**src/rtl/output_collector_node1.sv**
```systemverilog
// Node 1 return-path collector: arbitrates twelve response sources and
// serialises their payloads onto one 16-bit outbound word stream.
module output_collector_node1 (
  input  logic         clk,
  input  logic         rst_n,
  input  logic [11:0]  src_valid,
  input  logic [191:0] src_data,
  output logic [11:0]  src_ack,
  output logic [15:0]  out_data,
  output logic         out_valid,
  input  logic         out_ready,
  output logic         busy,
  output logic [3:0]   grant_id
);

  localparam int unsigned NUM_SRC  = 12;
  localparam int unsigned NUM_RR   = 11;
  localparam int unsigned WORD_W   = 16;
  localparam int unsigned PAY_W    = 8;
  localparam int unsigned IDX_W    = 4;
  localparam int unsigned SEQ_W    = 4;
  localparam int unsigned CAND_W   = 5;
  localparam logic [IDX_W-1:0] ESPIC_IDX = IDX_W'(11);
  localparam logic [IDX_W-1:0] LAST_RR   = IDX_W'(10);

  typedef enum logic {IDLE, SEND} state_t;

  state_t             state;
  logic [SEQ_W-1:0]   seq;
  logic [IDX_W-1:0]   rr;

  logic               win_valid;
  logic [IDX_W-1:0]   win_idx;
  logic [CAND_W-1:0]  cand;
  logic [3:0]         win_code;
  logic [PAY_W-1:0]   win_payload;
  logic [IDX_W-1:0]   next_rr;

  // Source bits [15:8] are overwritten by the collector and never read.
  logic [NUM_SRC*PAY_W-1:0] src_hi_unused;

  always_comb begin
    src_hi_unused = '0;
    for (int i = 0; i < int'(NUM_SRC); i++) begin
      src_hi_unused[i*PAY_W +: PAY_W] = src_data[i*WORD_W+PAY_W +: PAY_W];
    end
  end

  function automatic logic [3:0] code_of(input logic [IDX_W-1:0] idx);
    if (idx < IDX_W'(6))       code_of = 4'(idx + IDX_W'(1));
    else if (idx < IDX_W'(11)) code_of = 4'(idx + IDX_W'(4));
    else                       code_of = 4'hF;
  endfunction

  // ESPIC wins outright; otherwise round-robin over 0..10 starting at rr.
  // Scanning from the far end lets the nearest valid index overwrite last.
  always_comb begin
    win_valid = 1'b0;
    win_idx   = '0;
    cand      = '0;
    if (src_valid[ESPIC_IDX]) begin
      win_valid = 1'b1;
      win_idx   = ESPIC_IDX;
    end else begin
      for (int i = int'(NUM_RR) - 1; i >= 0; i--) begin
        cand = CAND_W'(rr) + CAND_W'(i);
        if (cand >= CAND_W'(NUM_RR)) cand = cand - CAND_W'(NUM_RR);
        if (src_valid[cand[IDX_W-1:0]]) begin
          win_valid = 1'b1;
          win_idx   = cand[IDX_W-1:0];
        end
      end
    end
  end

  always_comb begin
    win_code    = code_of(win_idx);
    win_payload = src_data[{win_idx, 4'h0} +: PAY_W];
    next_rr     = (win_idx == LAST_RR) ? '0 : IDX_W'(win_idx + IDX_W'(1));
  end

  // Collector FSM; every output is a register.
  always_ff @(posedge clk or negedge rst_n) begin
    if (!rst_n) begin
      state     <= IDLE;
      seq       <= '0;
      rr        <= '0;
      out_data  <= '0;
      out_valid <= 1'b0;
      busy      <= 1'b0;
      grant_id  <= '0;
      src_ack   <= '0;
    end else begin
      src_ack <= '0;
      case (state)
        IDLE: begin
          if (win_valid) begin
            out_data  <= {seq, win_code, win_payload};
            out_valid <= 1'b1;
            busy      <= 1'b1;
            grant_id  <= win_code;
            src_ack   <= NUM_SRC'(1) << win_idx;
            if (win_idx != ESPIC_IDX) rr <= next_rr;
            state     <= SEND;
          end
        end
        SEND: begin
          if (out_ready) begin
            out_valid <= 1'b0;
            busy      <= 1'b0;
            grant_id  <= '0;
            seq       <= SEQ_W'(seq + SEQ_W'(1));
            state     <= IDLE;
          end
        end
        default: state <= IDLE;
      endcase
    end
  end

endmodule
```
**config.mk**
```make
export PLATFORM = sky130hd
export DESIGN_NAME = output_collector_node1
export DESIGN_NICKNAME = d
export VERILOG_FILES = /design/src/rtl/output_collector_node1.sv
export SDC_FILE = /design/constraint.sdc
export NUM_CORES = 1
export LEC_CHECK = 0
export ABC_AREA = 1
export CORE_UTILIZATION = 40
export DETAILED_ROUTE_END_ITERATION = 16
export PLACE_DENSITY_LB_ADDON = 0.2
export SYNTH_ARGS = -nofsm -noshare
export SYNTH_HDL_FRONTEND = slang
export SYNTH_SLANG_ARGS = --single-unit
```
**constraint.sdc**
```tcl
create_clock -name clk -period 9.1 [get_ports clk]
set_input_delay 1.365 -clock clk [delete_from_list [all_inputs] [get_ports clk]]
set_output_delay 1.365 -clock clk [all_outputs]
set_load 0.02 [all_outputs]
```
==> metrics.csv, run 1 <==
stage,metric,value,unit
layout,nets@finish,1379,
routing,average wire per standard cell,15.71,um
cts,Resized cells post-CTS,0,
yosys,largest family of logic cells by synthesized area,simple AND/OR/NAND/NOR gates,
routing,DRC violations left,0,
cts,clock root buffer,sky130_fd_sc_hd__clkbuf_16,
worst_hold_path,end point of the most critical hold path,seq[3],
yosys,mux contribution to synthesized area,0.1667,%
cts,Skew-Pair Late Insertion Delay,0.28,ns
yosys,fraction of synthesized cell area taken by the top area cell type,20.06,%
global_route,initial antenna violation count,0,
sta,Setup Skew,0.004103,ns
yosys,adder and majority gate portion of the synthesized area,5.625,%
routing,routed vias/inst,5.251,
sta,final-report max-slew violation count,0,
critical_path,required time of the worst setup path,9.31,ns
layout,n_diodes,0,
floorplan,height of the chip,124.5,um
worst_hold_path,launch instance of the worst min-delay path,seq[3],
layout,most common library cell in the layout ignoring fill and taps,sky130_fd_sc_hd__nand2_1,
placed_design,total instance count after detailed placement,1322,
job,maximum capacitance violations,0,
floorplan,DIE AREA,15510,um2
cts,register clock-pin slew on the reported worst setup and hold paths,0.06,ns
cts,CTS H-tree depth,2,
layout,share of final-layout standard cells stronger than drive strength 1,6.894,%
yosys,proportion of synthesized chip area in sequential cells,17.50,%
worst_hold_path,path class of the lowest-slack min-delay path,register to register,
yosys,cell types with the largest area share after synthesis,"sky130_fd_sc_hd__nand2_1, sky130_fd_sc_hd__dfrtp_1, sky130_fd_sc_hd__nand3_1",
placed_design,count of input and output buffers,144,
routing,DRT antenna net count,0,
placed_design,placed wire-length estimate after detailed placement,15.72,mm
worst_hold_path,hold path depth,1,
floorplan,width of the die,124.5,um
floorplan,core outline area,14590,um2
floorplan,number of rows in the core area,44,
yosys,post-synth top area cell,sky130_fd_sc_hd__nand2_1,
sta,shortest clock period the worst path allows after layout,5.933,ns
routing,number of vias in the routed layout,6984,
critical_path,critical path endpoint category,register,
routing,Total Wirelength,20.89,mm
yosys,Netlist Area Pre-Place,6006,um2
yosys,fraction of the mapped netlist area in simple logic gates,45.13,%
yosys,Compound-Gate Fraction of Synth Area,16.15,%
sta,fmax,168.6,MHz
layout,Layout Area Growth over Synthesis,27.65,%
critical_path,launching element type of the critical path,register,
critical_path,count of cells along the worst register-to-register path,21,
placed_design,DP Worst Slack,3.325,ns
placed_design,gp weighted congestion,0.9964,
critical_path,Crit Path Max Fanout,61,
global_route,global-route total usage across every layer,26.48,%
yosys,number of nets produced by synthesis,1258,
sta,setup_tns,0,ns
cts,cts-stage hold buffer count,0,
global_route,pin count of the biggest net entering global routing,62,
yosys,post-synthesis sequential element count,42,
layout,final cell count without fillers,1330,
status,outcome,"finished, final reports clean",
sta,total setup violations reported at the end of the flow,0,
yosys,share of the synthesized netlist area taken by xor and xnor gates,3.521,%
global_route,wire length of the first global-routing pass,33.09,mm
cts,Post CTS Setup Buffer Count,0,
cts,clock buffer depth,2,
critical_path,worst reg-to-reg setup slack,3.17,ns
cts,CTS Sinks,42,
cts,number of buffers inserted during clock tree synthesis,5,
critical_path,Critical Setup Path Class,register to register,
critical_path,endpoint of the lowest-slack register-to-register path,rr[3],
sta,"Hold Violations, Final",0,
routing,total iterations of the first detailed-routing run,8,
yosys,Synth Warn #,0,
sta,unrepaired setup endpoints after global routing,no,
routing,Iteration-0 DRC Markers,548,
cts,TritonCTS clock tree,yes,
yosys,Mapped Cells,1024,
floorplan,starting density of the core,41.17,%
global_route,overflow left after global routing,0,
critical_path,reg2reg start,rr[1],
sta,setup ws final,3.167,ns
sta,final period utilization,65.20,%
critical_path,Arrival @ worst endpoint,6.14,ns
floorplan,number of primary I/O pins,241,
yosys,number of distinct library cells after synthesis,42,
global_route,number of global-route vias before repair,6340,
yosys,Avg Inst Size Synth,5.865,um2
layout,most frequent cells in the layout,"sky130_fd_sc_hd__nand2_1, sky130_fd_sc_hd__nand3_1, sky130_fd_sc_hd__clkdlybuf4s50_1, sky130_fd_sc_hd__inv_1, sky130_fd_sc_hd__nor2_1",
sta,smallest hold slack,0.4774,ns
sta,worst-margin pin slew,0.9380,ns
sta,max-slew headroom at the worst pin,37.32,%
## layer usage
metal  up-vias  wire [um]  track usage, %
met5         -          0               0
met4         0        509           7.867
met3        33       1708           4.639
met2       283       9530           43.78
met1      3084       9139           35.04
li1       3584          -               -
## flip-flops by register name (all words and copies together), names as in the netlist
name      count
src_ack      12
rr            4
state         1
busy          1
grant_id      4
seq           4
out_data     16
## synthesized netlist by cell type
master                        n
sky130_fd_sc_hd__dfrtp_1     42
sky130_fd_sc_hd__mux2i_1      1
sky130_fd_sc_hd__clkbuf_1     7
sky130_fd_sc_hd__nand2_1    321
sky130_fd_sc_hd__a21o_1       1
sky130_fd_sc_hd__nor2_2       2
sky130_fd_sc_hd__o211ai_2     3
sky130_fd_sc_hd__a21oi_4      2
sky130_fd_sc_hd__a22oi_1      1
sky130_fd_sc_hd__o21bai_1     3
sky130_fd_sc_hd__o21ai_1     25
sky130_fd_sc_hd__o2111ai_1    1
sky130_fd_sc_hd__xor2_1       9
sky130_fd_sc_hd__inv_1      124
sky130_fd_sc_hd__nand4_2      1
sky130_fd_sc_hd__buf_6        4
sky130_fd_sc_hd__o21ai_2      5
sky130_fd_sc_hd__o22ai_1      3
sky130_fd_sc_hd__nand3_4      1
sky130_fd_sc_hd__nor3_1       9
sky130_fd_sc_hd__a21oi_2      3
sky130_fd_sc_hd__a31oi_4      1
sky130_fd_sc_hd__inv_2       12
sky130_fd_sc_hd__ha_1        27
sky130_fd_sc_hd__nand3_2      4
sky130_fd_sc_hd__a31oi_1      2
sky130_fd_sc_hd__nand2_4      6
sky130_fd_sc_hd__nor2_1      54
sky130_fd_sc_hd__o211ai_1    21
sky130_fd_sc_hd__nand2_2     20
sky130_fd_sc_hd__buf_2       17
sky130_fd_sc_hd__a21oi_1     46
sky130_fd_sc_hd__xor2_2       6
sky130_fd_sc_hd__clkinv_1     1
sky130_fd_sc_hd__nand4_1      9
sky130_fd_sc_hd__buf_4        6
sky130_fd_sc_hd__o21ai_0     42
sky130_fd_sc_hd__nand3_1    160
sky130_fd_sc_hd__xnor2_1      4
sky130_fd_sc_hd__nand3b_1    15
sky130_fd_sc_hd__a211oi_1     1
sky130_fd_sc_hd__nor4_1       2
## kinds of logic (layout without fill, tap and decap cells)
logic type	Yosys count	after routing
mux	1	1
flops	42	42
xor+xnor	19	19
simple gates	604	604
buf+inv	171	293
fa+ha+maj	27	27
compound gates	160	160
## worst max-delay path by stage
| stage | start | to | slack [ns] |
|---|---|---|---|
| 6_report | rr[1] | rr[3] | 3.17 |
| 5_1_grt | rr[1] | rr[3] | 2.73 |
| 4_1_cts | rr[1] | rr[3] | 3.26 |
| 3_5_place_dp | rr[1] | rr[3] | 3.33 |
| 3_3_place_gp | rr[1] | rr[3] | 3.34 |
| 2_1_floorplan | rr[0] | rr[3] | 4.96 |
## per-stage QoR
stage          area, um2  util [%]
4_1_cts             7666     52.55
3_5_place_dp        7501     51.42
5_1_grt             7666     52.55
6_report            7666     52.55
3_3_place_gp        7501     51.42
2_1_floorplan       6006         -
## layout make-up
type	count	area [um2]
Fill cell	1495	6923
Multi-Input combinational cell	811	4239
Timing Repair Buffer	148	1466
Sequential cell	42	1051
Inverter	137	514.2
Tap cell	184	230.2
Clock buffer	5	125.1
Clock inverter	3	40.04
## critical path, cell delays in order, from the launching register on
cell                       delay, ns
sky130_fd_sc_hd__dfrtp_1        0.71
sky130_fd_sc_hd__inv_1          0.40
sky130_fd_sc_hd__ha_1           0.72
sky130_fd_sc_hd__nand2_1        0.15
sky130_fd_sc_hd__nand2_2        0.14
sky130_fd_sc_hd__o21ai_1        0.08
sky130_fd_sc_hd__nand2_2        0.12
sky130_fd_sc_hd__xor2_1         0.65
sky130_fd_sc_hd__o21ai_0        0.15
sky130_fd_sc_hd__a21oi_1        0.16
sky130_fd_sc_hd__o21ai_1        0.09
sky130_fd_sc_hd__nand3_1        0.14
sky130_fd_sc_hd__nand2_2        0.14
sky130_fd_sc_hd__nand2_1        0.10
sky130_fd_sc_hd__nand2_2        0.08
sky130_fd_sc_hd__nand2_4        0.31
sky130_fd_sc_hd__nand2_4        0.45
sky130_fd_sc_hd__ha_1           0.40
sky130_fd_sc_hd__a21oi_1        0.34
sky130_fd_sc_hd__nand2_1        0.20
sky130_fd_sc_hd__a21oi_1        0.16
sky130_fd_sc_hd__o21bai_1       0.12
Power of run 1 is left out: the tool's default activity adds up to more than one toggle a clock period on the data nets, which glitch-free logic cannot reach.
==> run 2: changes to the inputs <==
clock period = 5.8 ns   (was 9.1 ns; I/O delays follow)
==> run 2 against run 1 <==
  * Hold slack barely moved
  * Clock skew rose by 0.0042 ns
  * Flip-flop and latch count did not move
  * Critical path depth did not move
  * Via count rose by 0.84%
  * Routed wire length fell by 1.2%
  * First-iteration DRC count rose by 1.5%
  * Register-to-register slack got worse by 2.6 ns
  * Maximum frequency rose by 13%
  * Design area rose by 0.51%
  * Cell count rose by 0.53%
==> metrics.csv, run 2 (synthesis results as in run 1) <==
stage,metric,value,unit,change
sta,smallest hold slack,0.4774,ns,about the same
critical_path,stage delay of the slowest cell on the critical path,0.68,ns,was 0.72 ns
routing,DRC violations left,0,,unchanged
sta,final period utilization,90.33,%,was 65.20%
sta,shortest clock period the worst path allows after layout,5.239,ns,was 5.933 ns
layout,Largest regs,"out_data: 16 flops, src_ack: 12 flops",,unchanged
cts,clock root buffer,sky130_fd_sc_hd__clkbuf_16,,unchanged
sta,final-report max-slew violation count,0,,unchanged
critical_path,series of cell instances along the critical path,inv_1 -> ha_1 -> nand2_1 -> nand2_2 -> o21ai_1 -> nand2_2 -> xor2_1 -> a21oi_1 -> o21ai_1 -> nand3_1 -> nand2_2 -> inv_1 -> o21ai_1 -> inv_1 -> a21oi_4 -> inv_2 -> ha_1 -> a21oi_1 -> nand2_1 -> a21oi_1 -> o21bai_1,,was inv_1 -> ha_1 -> nand2_1 -> nand2_2 -> o21ai_1 -> nand2_2 -> xor2_1 -> o21ai_0 -> a21oi_1 -> o21ai_1 -> nand3_1 -> nand2_2 -> nand2_1 -> nand2_2 -> nand2_4 -> nand2_4 -> ha_1 -> a21oi_1 -> nand2_1 -> a21oi_1 -> o21bai_1
placed_design,placed wire-length estimate after detailed placement,15.81,mm,was 15.72 mm
cts,cts-stage hold buffer count,0,,unchanged
critical_path,worst-path cell with the longest stage delay,sky130_fd_sc_hd__dfrtp_1,,was sky130_fd_sc_hd__ha_1
routing,Total Wirelength,20.63,mm,was 20.89 mm
floorplan,starting density of the core,41.17,%,unchanged
cts,TritonCTS clock tree,yes,,unchanged
floorplan,number of primary I/O pins,241,,unchanged
cts,clock buffer depth,2,,unchanged
job,maximum capacitance violations,0,,unchanged
cts,number of buffers inserted during clock tree synthesis,5,,unchanged
layout,most frequent cells in the layout,"sky130_fd_sc_hd__nand2_1, sky130_fd_sc_hd__nand3_1, sky130_fd_sc_hd__clkdlybuf4s50_1, sky130_fd_sc_hd__inv_1, sky130_fd_sc_hd__nor2_1",,unchanged
critical_path,critical path endpoint category,register,,unchanged
floorplan,height of the chip,124.5,um,unchanged
layout,nets@finish,1386,,was 1379
sta,setup_tns,0,ns,unchanged
cts,CTS Sinks,42,,unchanged
placed_design,total cell area at the placement stage,7553,um2,was 7501 um2
routing,number of vias in the routed layout,7043,,was 6984
worst_hold_path,path class of the lowest-slack min-delay path,register to register,,unchanged
floorplan,core outline area,14590,um2,unchanged
floorplan,DIE AREA,15510,um2,unchanged
critical_path,Arrival @ worst endpoint,5.44,ns,was 6.14 ns
critical_path,Crit Path Max Fanout,13,,was 61
sta,"Hold Violations, Final",0,,unchanged
layout,Layout Area Growth over Synthesis,28.29,%,was 27.65%
critical_path,Critical Setup Path Class,register to register,,unchanged
sta,total setup violations reported at the end of the flow,0,,unchanged
critical_path,required time of the worst setup path,6.00,ns,was 9.31 ns
global_route,pin count of the biggest net entering global routing,43,,was 62
routing,routed vias/inst,5.268,,was 5.251
cts,register clock-pin slew on the reported worst setup and hold paths,0.06,ns,about the same
floorplan,width of the die,124.5,um,unchanged
routing,total iterations of the first detailed-routing run,5,,was 8
routing,average wire per standard cell,15.43,um,was 15.71 um
sta,worst-margin pin slew,0.9501,ns,was 0.9380 ns
status,outcome,"finished, final reports clean",,unchanged
placed_design,count of input and output buffers,144,,unchanged
global_route,overflow left after global routing,0,,unchanged
layout,share of final-layout standard cells stronger than drive strength 1,7.459,%,was 6.894%
sta,max-slew headroom at the worst pin,36.66,%,was 37.32%
cts,Resized cells post-CTS,0,,unchanged
cts,CTS H-tree depth,2,,unchanged
routing,DRT antenna net count,0,,unchanged
cts,Skew-Pair Late Insertion Delay,0.29,ns,was 0.28 ns
layout,register bank with the most flops,out_data,,unchanged
global_route,initial antenna violation count,0,,unchanged
placed_design,gp weighted congestion,0.9540,,was 0.9964
layout,n_diodes,0,,unchanged
critical_path,launching element type of the critical path,register,,unchanged
global_route,wire length of the first global-routing pass,32.89,mm,was 33.09 mm
global_route,number of global-route vias before repair,6453,,was 6340
floorplan,number of rows in the core area,44,,unchanged
layout,most common library cell in the layout ignoring fill and taps,sky130_fd_sc_hd__nand2_1,,unchanged
global_route,global-route total usage across every layer,26.08,%,was 26.48%
cts,Post CTS Setup Buffer Count,0,,unchanged
sta,fmax,190.9,MHz,was 168.6 MHz
layout,cell area after layout,7705,um2,was 7666 um2
layout,number of flip-flops in the largest register,16,,unchanged
sta,Setup Skew,0.008336,ns,was 0.004103 ns
routing,Iteration-0 DRC Markers,556,,was 548
sta,unrepaired setup endpoints after global routing,no,,unchanged
## run 2: cell types whose count changed in the layout (fill, tap and decap cells not counted), sizes merged
| cell | delta |
|---|---|
| clkinv | -1 |
| clkinvlp | +1 |
| clkbuf | +1 |
| buf | +7 |
| bufinv | -1 |
## run 2: through the flow
step	setup WS [ns]	std cells	utilization, %
floorplan	1.661	1024	-
global placement	0.7200	1329	51.78
detailed placement	0.7002	1329	51.78
CTS	0.6550	1337	52.81
global route	0.03589	1337	52.81
finish	0.5609	1337	52.81
## run 2: worst max-delay path: cells and delay by family, from the launching register on
kind / cells / cell delay (ns)
AO/OA/AOI/OAI: 8 / 1.28
AND/OR/NAND/NOR: 6 / 0.97
buffers and inverters: 4 / 0.64
flip-flops: 1 / 0.68
XOR/XNOR: 1 / 0.65
adder cells (fa/ha/maj): 2 / 0.93
## run 2: path summary, 6_finish.rpt
check / startpoint / to / slack, ns / cells after the start
hold reg to reg: out_data[15] / out_data[15] / 0.48 / 2
max in group asynchronous: rst_n / out_data[1] / 4.47 / 1
setup / recovery: rr[1] / rr[3] / 0.56 / 21
setup reg to reg: rr[1] / rr[3] / 0.56 / 21
min in group asynchronous: rst_n / out_data[13] / 0.73 / 1
hold / removal: out_data[15] / out_data[15] / 0.48 / 2
## run 2: final cells by class
type | count | area, um2
clock buffers | 6 | 138.9
fillers | 1502 | 6884
clock inverters | 2 | 12.51
inverters | 137 | 514.2
repair buffers | 155 | 1519
multi-input cells | 811 | 4239
flip-flops and latches | 42 | 1051
well taps | 184 | 230.2
## run 2: metal layers
| metal | share of wire, % | vias to the layer above | global-route usage, % | wire length, um |
|---|---|---|---|---|
| met4 | 1.8 | 0 | 6.378 | 363 |
| met5 | 0 | - | 0 | 0 |
| met1 | 44 | 3129 | 35.07 | 9092 |
| met3 | 8.4 | 25 | 4.038 | 1728 |
| li1 | - | 3592 | - | - |
| met2 | 46 | 297 | 43.45 | 9445 |
Power of run 2 is left out for the same reason.
==> run 3: changes to the inputs <==
HOLD_SLACK_MARGIN = 0.05   (was unset)
SLEW_MARGIN = 15   (was unset)
==> results of run 3 <==
The final DEF is identical to that of run 2; final timing and power are the same.
Power of run 3 is left out for the same reason.
